--- config.mk ---
export PLATFORM = sky130hd
export DESIGN_NAME = lenet_layer_sequencer
export DESIGN_NICKNAME = d
export VERILOG_FILES = /design/src/rtl/lenet_ctrl_pkg.sv /design/src/rtl/lenet_argmax.sv /design/src/rtl/lenet_layer_sequencer.sv
export SDC_FILE = /design/constraint.sdc
export NUM_CORES = 1
export LEC_CHECK = 0
export CAP_MARGIN = 20
export CORE_ASPECT_RATIO = 1.5
export CORE_MARGIN = 1.5
export CORE_UTILIZATION = 45
export DETAILED_ROUTE_END_ITERATION = 12
export PLACE_DENSITY = 0.67
export RECOVER_POWER = 50
export SLEW_MARGIN = 20
export SYNTH_ARGS = -nofsm -noshare
export SYNTH_HDL_FRONTEND = slang
export SYNTH_SLANG_ARGS = --single-unit
--- constraint.sdc ---
create_clock -name sys_clk -period 4.25 [get_ports sys_clk]
set_clock_uncertainty 0.15 [all_clocks]
set_input_delay 0.425 -clock sys_clk [delete_from_list [all_inputs] [get_ports sys_clk]]
set_output_delay 0.425 -clock sys_clk [all_outputs]
set_load 0.03 [all_outputs]
--- src/rtl/lenet_ctrl_pkg.sv ---
// Shared definitions for the LeNet layer sequencer: FSM states, layer ids
// and the score/class widths used by the sequencer and its argmax unit.
package lenet_ctrl_pkg;

    typedef enum logic [2:0] {
        IDLE,
        LAUNCH,
        WAIT,
        ARGMAX,
        DONE,
        ERR
    } seq_state_t;

    localparam logic [2:0] CONV1 = 3'd0;
    localparam logic [2:0] POOL1 = 3'd1;
    localparam logic [2:0] CONV2 = 3'd2;
    localparam logic [2:0] POOL2 = 3'd3;
    localparam logic [2:0] FC1   = 3'd4;
    localparam logic [2:0] FC2   = 3'd5;
    localparam logic [2:0] FC3   = 3'd6;

    localparam int NUM_CLASSES = 10;
    localparam int SCORE_W     = 16;
    localparam int CLASS_W     = 4;

endpackage

--- src/rtl/lenet_argmax.sv ---
// Running signed argmax over the final-layer score beats; the lower index wins ties.
module lenet_argmax
    import lenet_ctrl_pkg::*;
#(
    parameter int NUM_CLASSES = lenet_ctrl_pkg::NUM_CLASSES
) (
    input  logic               clk,
    input  logic               rst,
    input  logic               clear,
    input  logic               beat_valid,
    input  logic [SCORE_W-1:0] beat_data,
    output logic               last_beat,
    output logic [CLASS_W-1:0] result_index,
    output logic [SCORE_W-1:0] result_value
);

    logic [CLASS_W-1:0] count_reg;
    logic [CLASS_W-1:0] idx_reg;
    logic [SCORE_W-1:0] max_reg;
    logic               take;

    // Beat 0 always seeds the maximum; later beats must be strictly greater.
    assign take = beat_valid &&
                  ((count_reg == '0) || ($signed(beat_data) > $signed(max_reg)));

    assign result_value = take ? beat_data : max_reg;
    assign result_index = take ? count_reg : idx_reg;
    assign last_beat    = beat_valid && (count_reg == CLASS_W'(NUM_CLASSES - 1));

    always_ff @(posedge clk or posedge rst) begin
        if (rst) begin
            count_reg <= '0;
            idx_reg   <= '0;
            max_reg   <= '0;
        end else if (clear) begin
            count_reg <= '0;
            idx_reg   <= '0;
            max_reg   <= '0;
        end else if (beat_valid) begin
            count_reg <= count_reg + 1'b1;
            idx_reg   <= result_index;
            max_reg   <= result_value;
        end
    end

endmodule

--- src/rtl/lenet_layer_sequencer.sv ---
// Launches the LeNet layers in order, then reduces the class scores to an
// argmax result; a per-phase watchdog parks the FSM in ERR on a stall.
module lenet_layer_sequencer
    import lenet_ctrl_pkg::*;
#(
    parameter int NUM_LAYERS     = 7,
    parameter int NUM_CLASSES    = lenet_ctrl_pkg::NUM_CLASSES,
    parameter int TIMEOUT_CYCLES = 1048575
) (
    input  logic        sys_clk,
    input  logic        rst,
    input  logic        start,
    output logic        layer_start,
    output logic [2:0]  layer_id,
    input  logic        layer_done,
    input  logic        score_valid,
    input  logic [15:0] score_data,
    output logic        busy,
    output logic        done,
    output logic        error,
    output logic [3:0]  class_index,
    output logic [15:0] class_value
);

    localparam int                 TIMER_W    = $clog2(TIMEOUT_CYCLES + 1);
    localparam logic [2:0]         LAST_LAYER = 3'(NUM_LAYERS - 1);
    localparam logic [TIMER_W-1:0] TIMER_LAST = TIMER_W'(TIMEOUT_CYCLES - 1);

    seq_state_t         state_reg, state_next;
    logic               start_q;
    logic               start_edge;
    logic [2:0]         layer_id_reg, layer_id_next;
    logic [TIMER_W-1:0] timer_reg;
    logic               timed_state;
    logic               timer_expired;
    logic               accept_start;
    logic               argmax_clear;
    logic               beat_valid;
    logic               last_beat;
    logic [CLASS_W-1:0] result_index;
    logic [SCORE_W-1:0] result_value;
    logic [CLASS_W-1:0] class_index_reg;
    logic [SCORE_W-1:0] class_value_reg;

    assign start_edge    = start & ~start_q;
    assign timed_state   = (state_reg == WAIT) || (state_reg == ARGMAX);
    assign timer_expired = timed_state && (timer_reg == TIMER_LAST);
    assign beat_valid    = score_valid && (state_reg == ARGMAX);

    always_comb begin
        state_next    = state_reg;
        layer_id_next = layer_id_reg;
        accept_start  = 1'b0;
        argmax_clear  = 1'b0;
        case (state_reg)
            IDLE, DONE, ERR: begin
                if (start_edge) begin
                    state_next    = LAUNCH;
                    layer_id_next = CONV1;
                    accept_start  = 1'b1;
                end
            end
            LAUNCH: state_next = WAIT;
            WAIT: begin
                // A completion arriving with the watchdog expiry still counts.
                if (layer_done) begin
                    if (layer_id_reg == LAST_LAYER) begin
                        state_next   = ARGMAX;
                        argmax_clear = 1'b1;
                    end else begin
                        state_next    = LAUNCH;
                        layer_id_next = layer_id_reg + 3'd1;
                    end
                end else if (timer_expired) begin
                    state_next = ERR;
                end
            end
            ARGMAX: begin
                if (last_beat) begin
                    state_next = DONE;
                end else if (timer_expired) begin
                    state_next = ERR;
                end
            end
            default: state_next = IDLE;
        endcase
    end

    always_ff @(posedge sys_clk or posedge rst) begin
        if (rst) begin
            state_reg       <= IDLE;
            start_q         <= 1'b0;
            layer_id_reg    <= '0;
            timer_reg       <= '0;
            class_index_reg <= '0;
            class_value_reg <= '0;
        end else begin
            state_reg    <= state_next;
            start_q      <= start;
            layer_id_reg <= layer_id_next;
            // Restart the watchdog on every phase change so each WAIT/ARGMAX gets a full budget.
            if (timed_state && (state_next == state_reg)) begin
                timer_reg <= timer_reg + 1'b1;
            end else begin
                timer_reg <= '0;
            end
            if (accept_start) begin
                class_index_reg <= '0;
                class_value_reg <= '0;
            end else if (last_beat) begin
                class_index_reg <= result_index;
                class_value_reg <= result_value;
            end
        end
    end

    lenet_argmax #(
        .NUM_CLASSES (NUM_CLASSES)
    ) u_argmax (
        .clk          (sys_clk),
        .rst          (rst),
        .clear        (argmax_clear),
        .beat_valid   (beat_valid),
        .beat_data    (score_data),
        .last_beat    (last_beat),
        .result_index (result_index),
        .result_value (result_value)
    );

    assign layer_start = (state_reg == LAUNCH);
    assign busy        = (state_reg == LAUNCH) || timed_state;
    assign done        = (state_reg == DONE);
    assign error       = (state_reg == ERR);
    assign layer_id    = layer_id_reg;
    assign class_index = class_index_reg;
    assign class_value = class_value_reg;

endmodule
### After elaboration in Yosys (flattened, before gate mapping)

Cells that the tools add are included.

* bitwise operators: 2
* $lt $le $gt $ge: 1
* multiplexer cells: 28
* equal/unequal tests: 12
* reduce and logical (&&, ||, !) cells: 15
* add/sub/neg operators: 3

Operators with widths (count)
* 16-bit two-way mux: 5
* 4-bit two-way mux: 7
* 3-bit two-way mux: 7
* 20-bit by 1-bit adder with 20-bit output, second input constant: 1
* 20-bit equality test, second input constant: 1
* 20-bit two-way mux: 1
* 16-bit greater-than comparator: 1
* 3-bit case mux with 4 select lines: 1
* 3-bit equality test, second input constant: 3
* 3-bit by 2-bit equality test with 1-bit output, second input constant: 2
* 2-bit inequality test, second input constant: 3
* 3-bit case mux with 2 select lines: 1
* 2-bit nonzero test: 3
* 1-bit logical AND: 5
* 1-bit two-way mux: 5
* 4-bit by 1-bit adder with 4-bit output, second input constant: 1
* 4-bit equality test, second input constant: 1
* 4-bit zero test: 1
* 4-bit AND reduction: 1
* 3-bit by 1-bit adder with 3-bit output, second input constant: 1
* 3-bit by 1-bit equality test with 1-bit output, second input constant: 1
* 3-bit equality test: 1
* 3-bit zero test: 1
* 1-bit logical OR: 3
* other kinds (4): 4

* logic and storage cells: 70
* input port bits: 21
* flip-flop bits (word level): 71

### Longest topological paths before layout

* depth in word-level cells: 9
* gate-level depth with buffers: 10
* mapped depth without buffers: 9

### Cells and area by module

A second synthesis with hierarchy kept.

* cells, all modules: 425
* area total of the unflattened synthesis: 3966.3 µm²

Modules (own cells, without submodules)
* lenet_layer_sequencer: times used 1, area each 2333.5 µm², cells each 226
* lenet_argmax: times used 1, area each 1632.8 µm², cells each 199

### Worst setup path after synthesis

No wires, ideal clock.

* kind: in2reg
* start: in score_data[15]
* end: reg class_value_reg[0] (netlist: class_value[0])
* arrival: 2.382 ns
* required time: 3.974 ns
* cell stages on the path: 8
* slack: 1.592 ns
* path buffers: 1
* path through: ha_1 > nand4_1 > or2_1 > or4_4 > a21oi_4 > nor2_4 > buf_6 > a221o_1

* longest elaborated chain between the ends: 6

Ends and longest elaborated chain
* from (decl): RTL line lenet_layer_sequencer.sv:17 `input logic [15:0] score_data,`
* 16-bit greater-than comparator: RTL line lenet_argmax.sv:24 `((count_reg == '0) || ($signed(beat_data) > $signed(max_reg)));`
* 1-bit logical OR: RTL line lenet_argmax.sv:24
* 1-bit logical AND: RTL line lenet_argmax.sv:23 `assign take = beat_valid &&`
* 16-bit two-way mux: RTL line lenet_argmax.sv:26 `assign result_value = take ? beat_data : max_reg;`
* 16-bit two-way mux: RTL line lenet_layer_sequencer.sv:110 `end else if (last_beat) begin`
* 16-bit two-way mux: RTL line lenet_layer_sequencer.sv:107 `if (accept_start) begin`
* to (signal assigned): RTL line lenet_layer_sequencer.sv:112 `class_value_reg <= result_value;`
* to (decl): RTL line lenet_layer_sequencer.sv:43 `logic [SCORE_W-1:0] class_value_reg;`

No other way between the ends. The select of a mux whose other input is x is not followed.
A chain may end at the register's enable or synchronous reset.

### Worst setup path after layout

* start: in score_data[15]
* end: reg class_value_reg[7] (netlist: class_value[7])

The elaborated chain is that of the path after synthesis.

==> out/qor.txt <==
Placed Area -> 4330 µm²
Layout area overhead -> 22.5%
Post-DR vias/cell -> 5.52
Worst-margin pin slew -> 1.45 ns
Final Hold Viols -> 0
Worst IR drop on VDD -> 288 µV
DRC Markers -> 0
Hold Path Sink -> timer_reg[0]
Gr ovfl total -> 0
Slew margin rel. -> 0.0354
Max FFs per register -> 20
# rows -> 40
GP Congestion -> 0.828
Seq cells post-synth -> 71
Vias -> 3025
Worst r2r src -> u_argmax.max_reg[15]
Post-synthesis sequential area ratio -> 0.469
Worst-path fanout max -> 18
Max H-tree Level -> 3
Drt first-iter violations -> 169
First-pass GRT wire length -> 14.6 mm
Placed insts -> 533
Pwr dens -> 556 nW/µm²
Status -> completed
Final WS setup -> 0.994 ns
Final setup vio count -> 0
Synth top area share -> 0.469
Die Y -> 115 µm
Layout cells sized above 1 -> 0.0542
Avg Cell Area, Syn -> 9.56 µm²
Largest cells by area after synthesis -> dfrtp_1, ha_1, nand2_1, a221o_1, and3_1
Startpoint Class -> primary input
Final Cell Area -> 4640 µm²
Port bufs -> 47
Core area -> 8110 µm²
Final core utilization -> 0.572
Die ar. -> 8980 µm²
Starting Density -> 0.467
List of most frequent post-synthesis cells -> dfrtp_1, nand2_1, nor2_1
Arrival @ worst endpoint -> 3.31 ns
GRT Overall Usage -> 0.211
RSZ-0062 raised after global routing -> false
FMAX -> 307 MHz
Ys Warns -> 0
Worst reg2reg setup slack -> 1.18 ns
R2R Path End -> class_value[7]
CTS tree -> yes
Post-DRT Antenna Nets -> 0
Die Wd -> 77.9 µm
Count leader, synth -> dfrtp_1
Fin crit period -> 3.26 ns
Critical Path End Type -> register
Per-cell routed wire length -> 16.0 µm
Fin. max-slew vios -> 0
Root Buffer -> clkbuf_16
Clock slew at reported path FFs -> 0.05 ns
Type of the worst setup path -> in2reg
Dpl hpwl -> 5.96 mm
Non-filler cells, final -> 548
Yosys cell types -> 44
Antenna violations before repair -> 0
Vias in the first global route -> 3027
I/O pins -> 48
Setup Fix Bufs, Post-CTS -> 0
Dominant cell type by area after synthesis -> dfrtp_1
Net Count, Synth -> 440
Cells after Synth -> 396
Mapped Area -> 3780 µm²
Nets -> 483
Clk sinks -> 71
Leak pwr -> 2.19 nW
Min-delay src -> timer_reg[0]
Post-synth EDFFs -> 0
Worst reg-to-reg path cell count -> 8
Hold-fix buffers, CTS -> 0
Number of stages on the worst hold path -> 1
Top FF cell, synth -> dfrtp_1
Final Cycle Share -> 0.766
Max_cap viols -> 0
Final antenna diode count -> 0
Post-Route Setup TNS -> 0 ns
Maximum clock insertion buffer count -> 2
TritonRoute pass-1 iters -> 4
Clk_lat worst skew -> 0.33 ns
Final wirelength -> 8.79 mm
Place WS -> 0.684 ns
Hold Crit Class -> reg2reg
Largest net degree at the start of global routing -> 38
Async set-reset flop share out of synthesis -> 1.00
Num CTS Buffers -> 9
Worst Path Required -> 4.30 ns
Cts repair resizes -> 0
cells by family after synthesis:
| family | synth area share |
|---|---|
| buffers and inverters | 0.0502 |
| and+or+nand+nor | 0.215 |
| adders and majority gates | 0.0760 |
| AOI/OAI and AO/OA | 0.133 |
| xor gates and xnor gates | 0.0486 |
| muxes | 0.00793 |
| DFF | 0.469 |
worst max-delay path: stages:
cell and delay, ns:
clkdlybuf4s50_1 0.46, ha_1 0.36, nand4_1 0.12, or2_1 0.28
or4_4 0.56, a21oi_4 0.52, nor2_4 0.23, a221o_1 0.35
layer usage:
layer / routed length [µm] / track usage / vias up
met5: 0 / 0 / -
li1: - / - / 1476
met2: 4570 / 0.369 / 50
met4: 137 / 0.0873 / 0
met3: 257 / 0.0341 / 9
met1: 3830 / 0.258 / 1490
area by class of cell:
| class | count | area (µm²) |
|---|---|---|
| Clock buffer | 11 | 243 |
| Clock inverter | 4 | 70.1 |
| Fill cell | 751 | 3470 |
| Inverter | 27 | 101 |
| Multi-Input combinational cell | 279 | 1820 |
| Sequential cell | 71 | 1780 |
| Tap cell | 105 | 131 |
| Timing Repair Buffer | 51 | 498 |
cells in the final DEF (no fill, tap or decap), types with 2 or more instances in the layout:
cell and n:
dfrtp_1 71, nand2_1 59, clkdlybuf4s50_1 35, nor2_1 30, inv_1 27, and3_1 24
ha_1 23, a221o_1 18, nand3_1 16, o22ai_1 16, xor2_1 14, dlygate4sd3_1 12
a21oi_1 11, o21ai_0 9, clkbuf_16 9, nand4_1 7, xnor2_1 7, nand2b_1 4
and2_1 4, or3_1 3, a211o_1 3, mux2i_1 3, buf_4 3, nor3b_1 2
nor2b_1 2, a21o_1 2, o211ai_1 2, nor2_4 2, nor4b_1 2, and4_1 2
nor4_1 2, clkinv_2 2, bufinv_16 2
metrics by stage:
stage,hold slack (ns),total power (W)
5_1_grt,0.386,0.00275
6_report,0.361,0.00258
3_3_place_gp,0.339,0.00178
3_5_place_dp,0.353,0.00179
2_1_floorplan,0.306,0.00154
4_1_cts,0.362,0.00260
report_power, final:
part,internal [W],switching [W],leakage (nW),total (W)
Clock,0.000524,0.000273,0.155,0.000797
Sequential,0.000820,0.000139,0.952,0.000959
Combinational,0.000328,0.000492,1.09,0.000820
how the worst max path moves through the flow:
stage                   start               to  slack (ns)  depth (start not counted)
2_1_floorplan  score_data[15]   class_value[0]        1.59                          8
3_5_place_dp   score_data[15]  class_value[11]        0.68                          8
4_1_cts        score_data[15]  class_value[11]        1.02                          8
5_1_grt        score_data[15]   class_index[1]        0.84                          8
6_report       score_data[15]   class_value[7]        0.99                          8
3_3_place_gp   score_data[15]  class_value[14]        0.76                          8
Note: power is estimated with default switching activity, not from simulation.
